<file path="src/rtl/store_queue_pkg.sv">
// Shared types and sizes for the store queue.
package store_queue_pkg;
   localparam int SQ_SZ  = 8;
   localparam int N_DISP = 3;
   localparam int ADDR_W = 32;
   localparam int DATA_W = 32;
   localparam int ROB_W  = 5;

   typedef enum logic [1:0] {MEM_BYTE, MEM_HALF, MEM_WORD, MEM_DOUBLE} mem_size_t;

   // Slot index and pointer (index plus wrap bit) for the default depth.
   typedef logic [$clog2(SQ_SZ)-1:0] sq_idx_t;
   typedef logic [$clog2(SQ_SZ):0]   sq_ptr_t;

   typedef struct packed {
      logic              valid;
      logic              executed;
      logic [ROB_W-1:0]  rob_idx;
      logic [ADDR_W-1:0] addr;
      logic [DATA_W-1:0] data;
      mem_size_t         size;
   } sq_entry_t;
endpackage

</file>
<file path="src/rtl/store_queue_fwd.sv">
// Age-ordered store-to-load forwarding search over the candidate window
// [head, fwd_tail). Entries are visited oldest first so the youngest
// decisive entry is the one left standing in the flags.
module store_queue_fwd
   import store_queue_pkg::*;
#(
   parameter  int SQ_DEPTH = SQ_SZ,
   localparam int IDX_W    = $clog2(SQ_DEPTH),
   localparam int PTR_W    = IDX_W + 1
) (
   input  sq_entry_t         entries [SQ_DEPTH],
   input  logic [PTR_W-1:0]  head,
   input  logic [PTR_W-1:0]  fwd_tail,
   input  logic              fwd_valid,
   input  logic [ADDR_W-1:0] fwd_addr,
   input  mem_size_t         fwd_size,
   output logic              fwd_hit,
   output logic [DATA_W-1:0] fwd_data,
   output logic              fwd_stall
);
   logic [PTR_W-1:0] n_cand;
   sq_entry_t        e;

   // Later (younger) decisive entries overwrite earlier results.
   always_comb begin
      fwd_hit   = 1'b0;
      fwd_stall = 1'b0;
      fwd_data  = '0;
      e         = '0;
      n_cand    = fwd_tail - head;
      if (fwd_valid) begin
         for (int k = 0; k < SQ_DEPTH; k++) begin
            e = entries[head[IDX_W-1:0] + IDX_W'(k)];
            if (PTR_W'(k) < n_cand && e.valid) begin
               if (!e.executed) begin
                  fwd_hit   = 1'b0;
                  fwd_stall = 1'b1;
                  fwd_data  = '0;
               end else if (e.addr[ADDR_W-1:2] == fwd_addr[ADDR_W-1:2]) begin
                  if (e.size == fwd_size && e.addr == fwd_addr) begin
                     fwd_hit   = 1'b1;
                     fwd_stall = 1'b0;
                     fwd_data  = e.data;
                  end else begin
                     fwd_hit   = 1'b0;
                     fwd_stall = 1'b1;
                     fwd_data  = '0;
                  end
               end
            end
         end
      end
   end
endmodule

</file>
<file path="src/rtl/store_queue.sv">
// Circular store queue: in-order allocate at dispatch, fill at execute,
// drain from head at retire, full flush on mispredict.
module store_queue
   import store_queue_pkg::*;
#(
   parameter  int SQ_DEPTH = SQ_SZ,
   parameter  int N        = N_DISP,
   localparam int IDX_W    = $clog2(SQ_DEPTH),
   localparam int PTR_W    = IDX_W + 1,
   localparam int CNT_W    = $clog2(SQ_DEPTH + 1),
   localparam int FC_W     = $clog2(N + 1)
) (
   input  logic                       clock,
   input  logic                       reset,
   input  logic [N-1:0]               disp_valid,
   input  logic [N-1:0][ROB_W-1:0]    disp_rob_idx,
   output logic [N-1:0][IDX_W-1:0]    disp_sq_idx,
   output logic [CNT_W-1:0]           free_slots,
   input  logic                       ex_valid,
   input  logic [IDX_W-1:0]           ex_sq_idx,
   input  logic [ADDR_W-1:0]          ex_addr,
   input  logic [DATA_W-1:0]          ex_data,
   input  mem_size_t                  ex_size,
   output logic                       sq_head_valid,
   output logic [ADDR_W-1:0]          head_addr,
   output logic [DATA_W-1:0]          head_data,
   output mem_size_t                  head_size,
   input  logic [FC_W-1:0]            sq_free_count,
   input  logic                       mispredict,
   input  logic                       fwd_valid,
   input  logic [ADDR_W-1:0]          fwd_addr,
   input  mem_size_t                  fwd_size,
   input  logic [PTR_W-1:0]           fwd_tail,
   output logic                       fwd_hit,
   output logic [DATA_W-1:0]          fwd_data,
   output logic                       fwd_stall
);
   sq_entry_t        entries_q [SQ_DEPTH];
   sq_entry_t        entries_d [SQ_DEPTH];
   logic [PTR_W-1:0] head_q, head_d, tail_q, tail_d;
   logic [CNT_W-1:0] count;
   logic [FC_W-1:0]  n_disp;
   logic             disp_ok, free_ok;
   sq_entry_t        head_e;

   // Pointer distance is the occupancy; the wrap bit makes full distinct from empty.
   assign count      = CNT_W'(tail_q - head_q);
   assign free_slots = CNT_W'(SQ_DEPTH) - count;
   assign disp_ok    = CNT_W'(n_disp) <= free_slots;
   assign free_ok    = CNT_W'(sq_free_count) <= count;

   // Asserted lanes take consecutive slots from tail in lane order.
   always_comb begin
      n_disp = '0;
      for (int i = 0; i < N; i++) begin
         disp_sq_idx[i] = '0;
         if (disp_valid[i]) begin
            disp_sq_idx[i] = tail_q[IDX_W-1:0] + IDX_W'(n_disp);
            n_disp         = n_disp + FC_W'(1);
         end
      end
   end

   // Next state: mispredict overrides everything; otherwise execute, retire and
   // dispatch touch distinct slots and all land on the same edge.
   always_comb begin
      entries_d = entries_q;
      head_d    = head_q;
      tail_d    = tail_q;
      if (mispredict) begin
         for (int k = 0; k < SQ_DEPTH; k++) begin
            entries_d[k].valid    = 1'b0;
            entries_d[k].executed = 1'b0;
         end
         head_d = '0;
         tail_d = '0;
      end else begin
         if (ex_valid && entries_q[ex_sq_idx].valid) begin
            entries_d[ex_sq_idx].addr     = ex_addr;
            entries_d[ex_sq_idx].data     = ex_data;
            entries_d[ex_sq_idx].size     = ex_size;
            entries_d[ex_sq_idx].executed = 1'b1;
         end
         if (free_ok) begin
            for (int k = 0; k < N; k++) begin
               if (FC_W'(k) < sq_free_count) begin
                  entries_d[head_q[IDX_W-1:0] + IDX_W'(k)].valid    = 1'b0;
                  entries_d[head_q[IDX_W-1:0] + IDX_W'(k)].executed = 1'b0;
               end
            end
            head_d = head_q + PTR_W'(sq_free_count);
         end
         if (disp_ok) begin
            for (int i = 0; i < N; i++) begin
               if (disp_valid[i]) begin
                  entries_d[disp_sq_idx[i]] = '{valid: 1'b1, executed: 1'b0,
                                                rob_idx: disp_rob_idx[i],
                                                addr: '0, data: '0, size: MEM_BYTE};
               end
            end
            tail_d = tail_q + PTR_W'(n_disp);
         end
      end
   end

   // State registers.
   always_ff @(posedge clock) begin
      if (reset) begin
         for (int k = 0; k < SQ_DEPTH; k++) entries_q[k] <= '0;
         head_q <= '0;
         tail_q <= '0;
      end else begin
         entries_q <= entries_d;
         head_q    <= head_d;
         tail_q    <= tail_d;
      end
   end

   // Over-allocation and over-retire are caller bugs.
   a_disp_fits: assert property (@(posedge clock) disable iff (reset) disp_ok);
   a_free_fits: assert property (@(posedge clock) disable iff (reset) free_ok);

   assign head_e        = entries_q[head_q[IDX_W-1:0]];
   assign sq_head_valid = head_e.valid & head_e.executed;
   assign head_addr     = head_e.addr;
   assign head_data     = head_e.data;
   assign head_size     = head_e.size;

   store_queue_fwd #(.SQ_DEPTH(SQ_DEPTH)) u_fwd (
      .entries   (entries_q),
      .head      (head_q),
      .fwd_tail  (fwd_tail),
      .fwd_valid (fwd_valid),
      .fwd_addr  (fwd_addr),
      .fwd_size  (fwd_size),
      .fwd_hit   (fwd_hit),
      .fwd_data  (fwd_data),
      .fwd_stall (fwd_stall)
   );
endmodule

</file>
<file path="config.mk">
export PLATFORM = sky130hd
export DESIGN_NAME = store_queue
export DESIGN_NICKNAME = d
export VERILOG_FILES = /design/src/rtl/store_queue_pkg.sv /design/src/rtl/store_queue_fwd.sv /design/src/rtl/store_queue.sv
export SDC_FILE = /design/constraint.sdc
export NUM_CORES = 2
export LEC_CHECK = 0
export BUFFER_PORTS_ARGS = -buffer_cell sky130_fd_sc_hd__buf_2
export CORE_MARGIN = 2
export CORE_UTILIZATION = 58
export CTS_CLUSTER_DIAMETER = 100
export DETAILED_ROUTE_END_ITERATION = 7
export PLACE_DENSITY = 0.79
export SETUP_SLACK_MARGIN = 0.3
export SLEW_MARGIN = 30
export SYNTH_ARGS = -nofsm -noshare
export SYNTH_HDL_FRONTEND = slang
export SYNTH_HIERARCHICAL = 1
export SYNTH_SLANG_ARGS = --single-unit
export TNS_END_PERCENT = 20
</file>
<file path="constraint.sdc">
create_clock -name clock -period 6.1 [get_ports clock]
set_input_delay 0.305 -clock clock [delete_from_list [all_inputs] [get_ports clock]]
set_output_delay 0.305 -clock clock [all_outputs]
set_load 0.005 [all_outputs]
</file>
[After elaboration in Yosys (flattened, before gate mapping)]
Cells that the tools add are included.
Word-level totals
  register bits after elaboration: 592
  bits of input ports: 132
  output and inout port bits: 114
  logic and storage cells: 354
Cells by class
  add/sub/neg operators: 16
  magnitude comparators: 32
  eq/ne operators: 24
  mux-type cells: 194
  bitwise operators: 13
  reductions and logical operators: 25
Operators with widths (number)
  $mux 584: 19
  $bwmux 584: 13
  $demux 73 s3: 13
  $bmux 73 s3: 9
  $mux 73: 24
  $mux 32: 34
  $mux 72: 4
  $eq 32x32->1: 8
  $eq 30x30->1: 8
  $mux 1: 70
  $mux 66: 1
  $ge 4x4->1 const B: 12
  $not 3->4: 12
  $mux 34: 1
  $lt 4x1->1 const B: 7
  $logic_and 1x1->1: 24
  $eq 2x2->1: 8
  $lt 3x4->1 const A: 4
  $add 3x3->3 const B: 4
  $mux 3: 3
  $add 4x2->4: 2
  $le 2x4->1: 2
  $lt 1x4->1 const A: 2
  $lt 2x4->1 const A: 2
  11 further kinds: 18

[Logic depth before layout (Yosys ltp)]
  word-level depth: 37
  gate-level depth with buffers: 28
  mapped depth without buffers: 15

[Hierarchy]
Netlist, hierarchy kept.
Modules (own cells, without submodules)
  store_queue_fwd: times used 1, cells each 3107, area an instance 27483.9 µm², sequential area each 0.0 µm²
  store_queue: times used 1, cells each 2959, area an instance 27142.3 µm², sequential area each 11851.4 µm²

[Worst setup path before layout]
No wires, ideal clock.
  path type: reg2out
  start point: reg head_q[1]
  end point: out fwd_data[31]
  data arrival time: 5.495 ns
  required time: 5.795 ns
  setup slack: 0.300 ns
  cell stages (with the launch flop): 26
  buffers on the path: 12
  cell sequence: dfxtp_1 > buf_4 > buf_4 > inv_1 > buf_4 > buf_2 > buf_2 > clkbuf_1 > buf_1 > ha_1 > buf_6 > buf_12 > buf_12 > buf_12 > buf_8 > mux4_2 > nor2_1 > or4_4 > o31ai_2 > o2111ai_1 > nor4_2 > a21boi_1 > a211oi_2 > o31ai_1 > a21boi_2 > o211a_1
On the way
  cells in the longest elaborated chain, start to end: 33
  elaborated cells between the ends (all ways): 122
  those cells by class: add/sub (8); order compare (8); eq/ne (24); mux (58); bitwise (8); reduce/logical (16)
Ends and longest elaborated chain
  start, declared: RTL line store_queue.sv:40  | logic [PTR_W-1:0] head_q, head_d, tail_q, tail_d;
  start signal, assigned: RTL line store_queue.sv:110  | head_q <= '0;
  start signal, assigned: RTL line store_queue.sv:114  | head_q <= head_d;
  branches (longest 31 deep; another with $add 3x1->3)
  $mux 32 (*): RTL line store_queue_fwd.sv:34  | if (PTR_W'(k) < n_cand && e.valid) begin
  $mux 32 (*): RTL line store_queue_fwd.sv:31  | if (fwd_valid) begin
  end, declared: RTL line store_queue.sv:35  | output logic [DATA_W-1:0] fwd_data,
Every way passes the cells marked *. The select of a mux whose other input is x is not followed.

[Final worst setup path]
  start point: reg head_q[0]
  end point: out fwd_data[18]
The elaborated chain is that of the path after synthesis.

==> report_table.html <==
<table>
<tr><th>Metric</th><th>Value</th></tr>
<tr><th colspan="2">Cells and area</th></tr>
<tr><td>Layout overhead on the synthesized area</td><td>9.706%</td></tr>
<tr><td>Net count, final</td><td>5791</td></tr>
<tr><td>Sequential cell area</td><td>11060 um2</td></tr>
<tr><td>Multi-input gate area</td><td>38520 um2</td></tr>
<tr><td>Fraction of layout cells with a size suffix above 1</td><td>21.94%</td></tr>
<tr><td>Filler-free cell count of the finished design</td><td>6872</td></tr>
<tr><td>Layout Cell Area excl Fill</td><td>57420 um2</td></tr>
<tr><td>Filler Cells Inserted</td><td>7355</td></tr>
<tr><th colspan="2">Power and ir drop</th></tr>
<tr><td>Largest vdd supply drop</td><td>0.9987 mV</td></tr>
<tr><td>Cell Int Power</td><td>0.009387 W</td></tr>
<tr><td>Net switching component of the power</td><td>0.008259 W</td></tr>
<tr><td>Sequential group share of total power</td><td>21.2%</td></tr>
<tr><td>Switch share</td><td>46.80%</td></tr>
<tr><td>Lkg Pwr</td><td>18.94 nW</td></tr>
<tr><td>Power share of the combinational group</td><td>54.2%</td></tr>
<tr><td>Pwr Density</td><td>307.3 nW/um2</td></tr>
<tr><td>Relative contribution of the clock network to total power</td><td>24.6%</td></tr>
<tr><th colspan="2">Clocking</th></tr>
<tr><td>Clock-pin slew reported for the worst setup and hold paths after clock tree synthesis</td><td>0.06 ns</td></tr>
<tr><td>TritonCTS clock tree</td><td>yes</td></tr>
<tr><td>Number of buffers created by CTS</td><td>70</td></tr>
<tr><td>Number of H-tree levels</td><td>3</td></tr>
<tr><td>Clock latency on the worst-skew pair</td><td>0.68 ns</td></tr>
<tr><td>Root buffer cell</td><td>sky130_fd_sc_hd__clkbuf_16</td></tr>
<tr><td>Count of clock tree sinks</td><td>552</td></tr>
<tr><td>Hold-fix buffers, CTS</td><td>0</td></tr>
<tr><td>Bufs on Longest Clock Path</td><td>3</td></tr>
<tr><th colspan="2">Die</th></tr>
<tr><td>Height of the die</td><td>304.4 um</td></tr>
<tr><td>Starting Density</td><td>58.32%</td></tr>
<tr><td>Die area</td><td>92660 um2</td></tr>
<tr><td>Count of standard-cell rows</td><td>110</td></tr>
<tr><td>Die span in x</td><td>304.4 um</td></tr>
<tr><td>Ports placed on the boundary</td><td>246</td></tr>
<tr><td>Placeable core region</td><td>89740 um2</td></tr>
<tr><th colspan="2">Route</th></tr>
<tr><td>Wire length after detailed routing</td><td>242.2 mm</td></tr>
<tr><td>Initial drt markers</td><td>11600</td></tr>
<tr><td>Post-detailed-route wirelength per cell</td><td>35.25 um</td></tr>
<tr><td>Post-route antenna net violation count</td><td>0</td></tr>
<tr><td>Post-detailed-route DRC marker count</td><td>17</td></tr>
<tr><td>Total vias in the final route</td><td>56170</td></tr>
<tr><td>Number of iterations in the first detailed-routing pass</td><td>8</td></tr>
<tr><td>Via/cell ratio</td><td>8.174</td></tr>
<tr><th colspan="2">Placed design</th></tr>
<tr><td>I/O Buffers</td><td>230</td></tr>
<tr><td>Post-DP HPWL</td><td>149.1 mm</td></tr>
<tr><td>Area of placed instances</td><td>54130 um2</td></tr>
<tr><td>Placed cells</td><td>6703</td></tr>
<tr><td>Weighted congestion reported at the end of routability-driven placement</td><td>1.111</td></tr>
<tr><th colspan="2">Global route</th></tr>
<tr><td>Vias in the first global route</td><td>51960</td></tr>
<tr><td>Antenna violations before repair</td><td>24</td></tr>
<tr><td>Total GRT Usage</td><td>49.60%</td></tr>
<tr><td>Sum of overflow across all layers after global routing</td><td>0</td></tr>
<tr><td>Wire length of the first global-routing pass</td><td>347.8 mm</td></tr>
<tr><td>Maximum number of pins on one net before global-route repair</td><td>153</td></tr>
<tr><th colspan="2">Critical path</th></tr>
<tr><td>Origin of the critical flop-to-flop path</td><td>head_q[1]</td></tr>
<tr><td>Critical path startpoint</td><td>head_q[0]</td></tr>
<tr><td>Critical path peak fanout</td><td>29</td></tr>
<tr><td>Worst setup EP type</td><td>primary output</td></tr>
<tr><td>Number of cells on the worst reg-to-reg path</td><td>13</td></tr>
<tr><td>Critical setup path kind</td><td>register to primary output</td></tr>
<tr><td>Kind of start point of the critical path</td><td>register</td></tr>
<tr><td>Worst reg2reg setup slack</td><td>1.28 ns</td></tr>
<tr><td>Worst reg2reg endpoint</td><td>entries_q[546]</td></tr>
<tr><td>Arrival time at the worst endpoint</td><td>5.63 ns</td></tr>
<tr><td>CP Data Required Time</td><td>5.79 ns</td></tr>
<tr><th colspan="2">Flow run</th></tr>
<tr><td>Max Cap Violations</td><td>0</td></tr>
<tr><th colspan="2">Timing</th></tr>
<tr><td>RSZ-0062 raised after global routing</td><td>true</td></tr>
<tr><td>Final Slew Violations</td><td>0</td></tr>
<tr><td>Fmax</td><td>168.4 MHz</td></tr>
<tr><td>Period minus WS final</td><td>5.939 ns</td></tr>
<tr><td>Setup Viol. Count Final</td><td>0</td></tr>
<tr><td>Largest clock skew in the final design</td><td>0.03904 ns</td></tr>
<tr><td>Fin crit share</td><td>97.36%</td></tr>
<tr><td>Total Negative Setup Slacks</td><td>0 ns</td></tr>
<tr><td>Slew @ Worst Pin</td><td>1.196 ns</td></tr>
<tr><td>Final-report hold violation count</td><td>0</td></tr>
<tr><td>Relative max-transition margin</td><td>20.24%</td></tr>
<tr><th colspan="2">Yosys</th></tr>
<tr><td>Avg Cell Area, Syn</td><td>9.019 um2</td></tr>
<tr><td>Synthesized netlist cell count</td><td>5803</td></tr>
<tr><td>Total of warnings raised by yosys</td><td>6</td></tr>
<tr><td>Post-Syn Nets</td><td>5963</td></tr>
<tr><td>Netlist area before placement</td><td>52340 um2</td></tr>
<tr><th colspan="2">Worst hold path</th></tr>
<tr><td>Worst Hold End</td><td>entries_q[347]</td></tr>
<tr><td>Hold wc startpoint</td><td>ex_addr[21]</td></tr>
<tr><td>Cell count of the worst hold path</td><td>3</td></tr>
<tr><td>Worst hold path class</td><td>input pin to register</td></tr>
<tr><th colspan="2">Status</th></tr>
<tr><td>Run status</td><td>finished with violations</td></tr>
<tr><td>Failing checks</td><td>DRC</td></tr>
</table>
[through the flow]
| step | setup WS (ns) | hold slack [ns] | utilization [%] | total power [W] |
|---|---|---|---|---|
| 5_1_grt | 0.2033 | 0.1178 | 63.97 | 0.01793 |
| 3_5_place_dp | 0.3615 | 0.4980 | 60.32 | 0.01255 |
| 4_1_cts | 0.2838 | 0.08957 | 63.30 | 0.01690 |
| 3_3_place_gp | 0.3259 | 0.4733 | 60.29 | 0.01240 |
| 2_1_floorplan | 0.4581 | 0.4635 | - | 0.009833 |
| 6_report | 0.1613 | 0.09613 | 63.98 | 0.01765 |
[routing by layer]
metal	wire length, um	vias up	global-route usage, %
met4	17680	24	28.79
met2	94420	5690	66.78
li1	-	22260	-
met5	158	-	0
met1	84970	26780	65.05
met3	45020	1419	22.29
[cells in the final DEF (no fill, tap or decap), types with 23 or more instances in the layout]
| master | instances |
|---|---|
| sky130_fd_sc_hd__nand3_1 | 43 |
| sky130_fd_sc_hd__xor2_1 | 77 |
| sky130_fd_sc_hd__o22ai_1 | 579 |
| sky130_fd_sc_hd__nand4_1 | 118 |
| sky130_fd_sc_hd__a221oi_1 | 36 |
| sky130_fd_sc_hd__mux4_2 | 401 |
| sky130_fd_sc_hd__a21oi_1 | 269 |
| sky130_fd_sc_hd__xnor2_1 | 161 |
| sky130_fd_sc_hd__buf_2 | 229 |
| sky130_fd_sc_hd__a22oi_1 | 326 |
| sky130_fd_sc_hd__dfxtp_1 | 549 |
| sky130_fd_sc_hd__nor3_1 | 30 |
| sky130_fd_sc_hd__buf_4 | 170 |
| sky130_fd_sc_hd__o21ai_0 | 129 |
| sky130_fd_sc_hd__buf_12 | 43 |
| sky130_fd_sc_hd__clkbuf_16 | 78 |
| sky130_fd_sc_hd__nand2b_1 | 79 |
| sky130_fd_sc_hd__mux2_2 | 116 |
| sky130_fd_sc_hd__a21o_1 | 38 |
| sky130_fd_sc_hd__o31ai_1 | 33 |
| sky130_fd_sc_hd__and2_1 | 23 |
| sky130_fd_sc_hd__nor2_1 | 125 |
| sky130_fd_sc_hd__mux2i_1 | 482 |
| sky130_fd_sc_hd__o21ai_1 | 38 |
| sky130_fd_sc_hd__and3_1 | 36 |
| sky130_fd_sc_hd__nand3b_1 | 544 |
| sky130_fd_sc_hd__nand2_1 | 438 |
| sky130_fd_sc_hd__nor3b_1 | 33 |
| sky130_fd_sc_hd__inv_1 | 24 |
[flip-flops by register name, indices dropped and copies added, names as in the netlist]
| signal | cells |
|---|---|
| tail_q | 4 |
| head_q | 4 |
| entries_q | 544 |
[how the worst max path moves through the flow]
stage | end | slack (ns)
2_1_floorplan | fwd_data[31] | 0.46
3_3_place_gp | fwd_data[29] | 0.33
3_5_place_dp | fwd_data[29] | 0.36
4_1_cts | fwd_data[0] | 0.28
5_1_grt | fwd_data[27] | 0.20
6_report | fwd_data[18] | 0.16
[timing repair]
action | 4_1_cts | 5_1_grt
pin swaps | 2 | 9
endpoints found under the setup margin | 34 | 34
gates resized for setup | 39 | 59
gates cloned | 1 | 6
buffers inserted | 11 | 11
[cell type report]
| cell class | instances | share of cell area, % |
|---|---|---|
| Tap cell | 1176 | 2.563 |
| Clock buffer | 99 | 3.576 |
| Timing Repair Buffer | 475 | 6.712 |
| Clock inverter | 26 | 0.5012 |
| Inverter | 35 | 0.2484 |
| Multi-Input combinational cell | 4497 | 67.08 |
| Sequential cell | 552 | 19.27 |
| Antenna cell | 12 | 0.05230 |
[critical path, stage by stage, from the launching register on]
cell and delay [ns]:
sky130_fd_sc_hd__dfxtp_4 0.44, sky130_fd_sc_hd__buf_4 0.27, sky130_fd_sc_hd__buf_16 0.28, sky130_fd_sc_hd__mux4_2 0.57, sky130_fd_sc_hd__mux2i_1 0.24, sky130_fd_sc_hd__xnor2_1 0.21, sky130_fd_sc_hd__nand4_1 0.21, sky130_fd_sc_hd__or4_1 0.69
sky130_fd_sc_hd__nor4_2 0.41, sky130_fd_sc_hd__buf_4 0.20, sky130_fd_sc_hd__and4b_1 0.21, sky130_fd_sc_hd__and2_2 0.23, sky130_fd_sc_hd__buf_12 0.21, sky130_fd_sc_hd__buf_4 0.17, sky130_fd_sc_hd__a221oi_1 0.07, sky130_fd_sc_hd__o31ai_1 0.34
sky130_fd_sc_hd__buf_2 0.19
[power by group through the flow]
stage / logic (W) / clock network (W) / registers, W
floorplan: 0.00607 / 0 / 0.00376
CTS: 0.00887 / 0.00430 / 0.00373
global placement: 0.00858 / 0 / 0.00382
detailed placement: 0.00873 / 0 / 0.00382
global route: 0.00973 / 0.00446 / 0.00374
finish: 0.00956 / 0.00435 / 0.00374
Note: power is estimated with default switching activity, not from simulation.
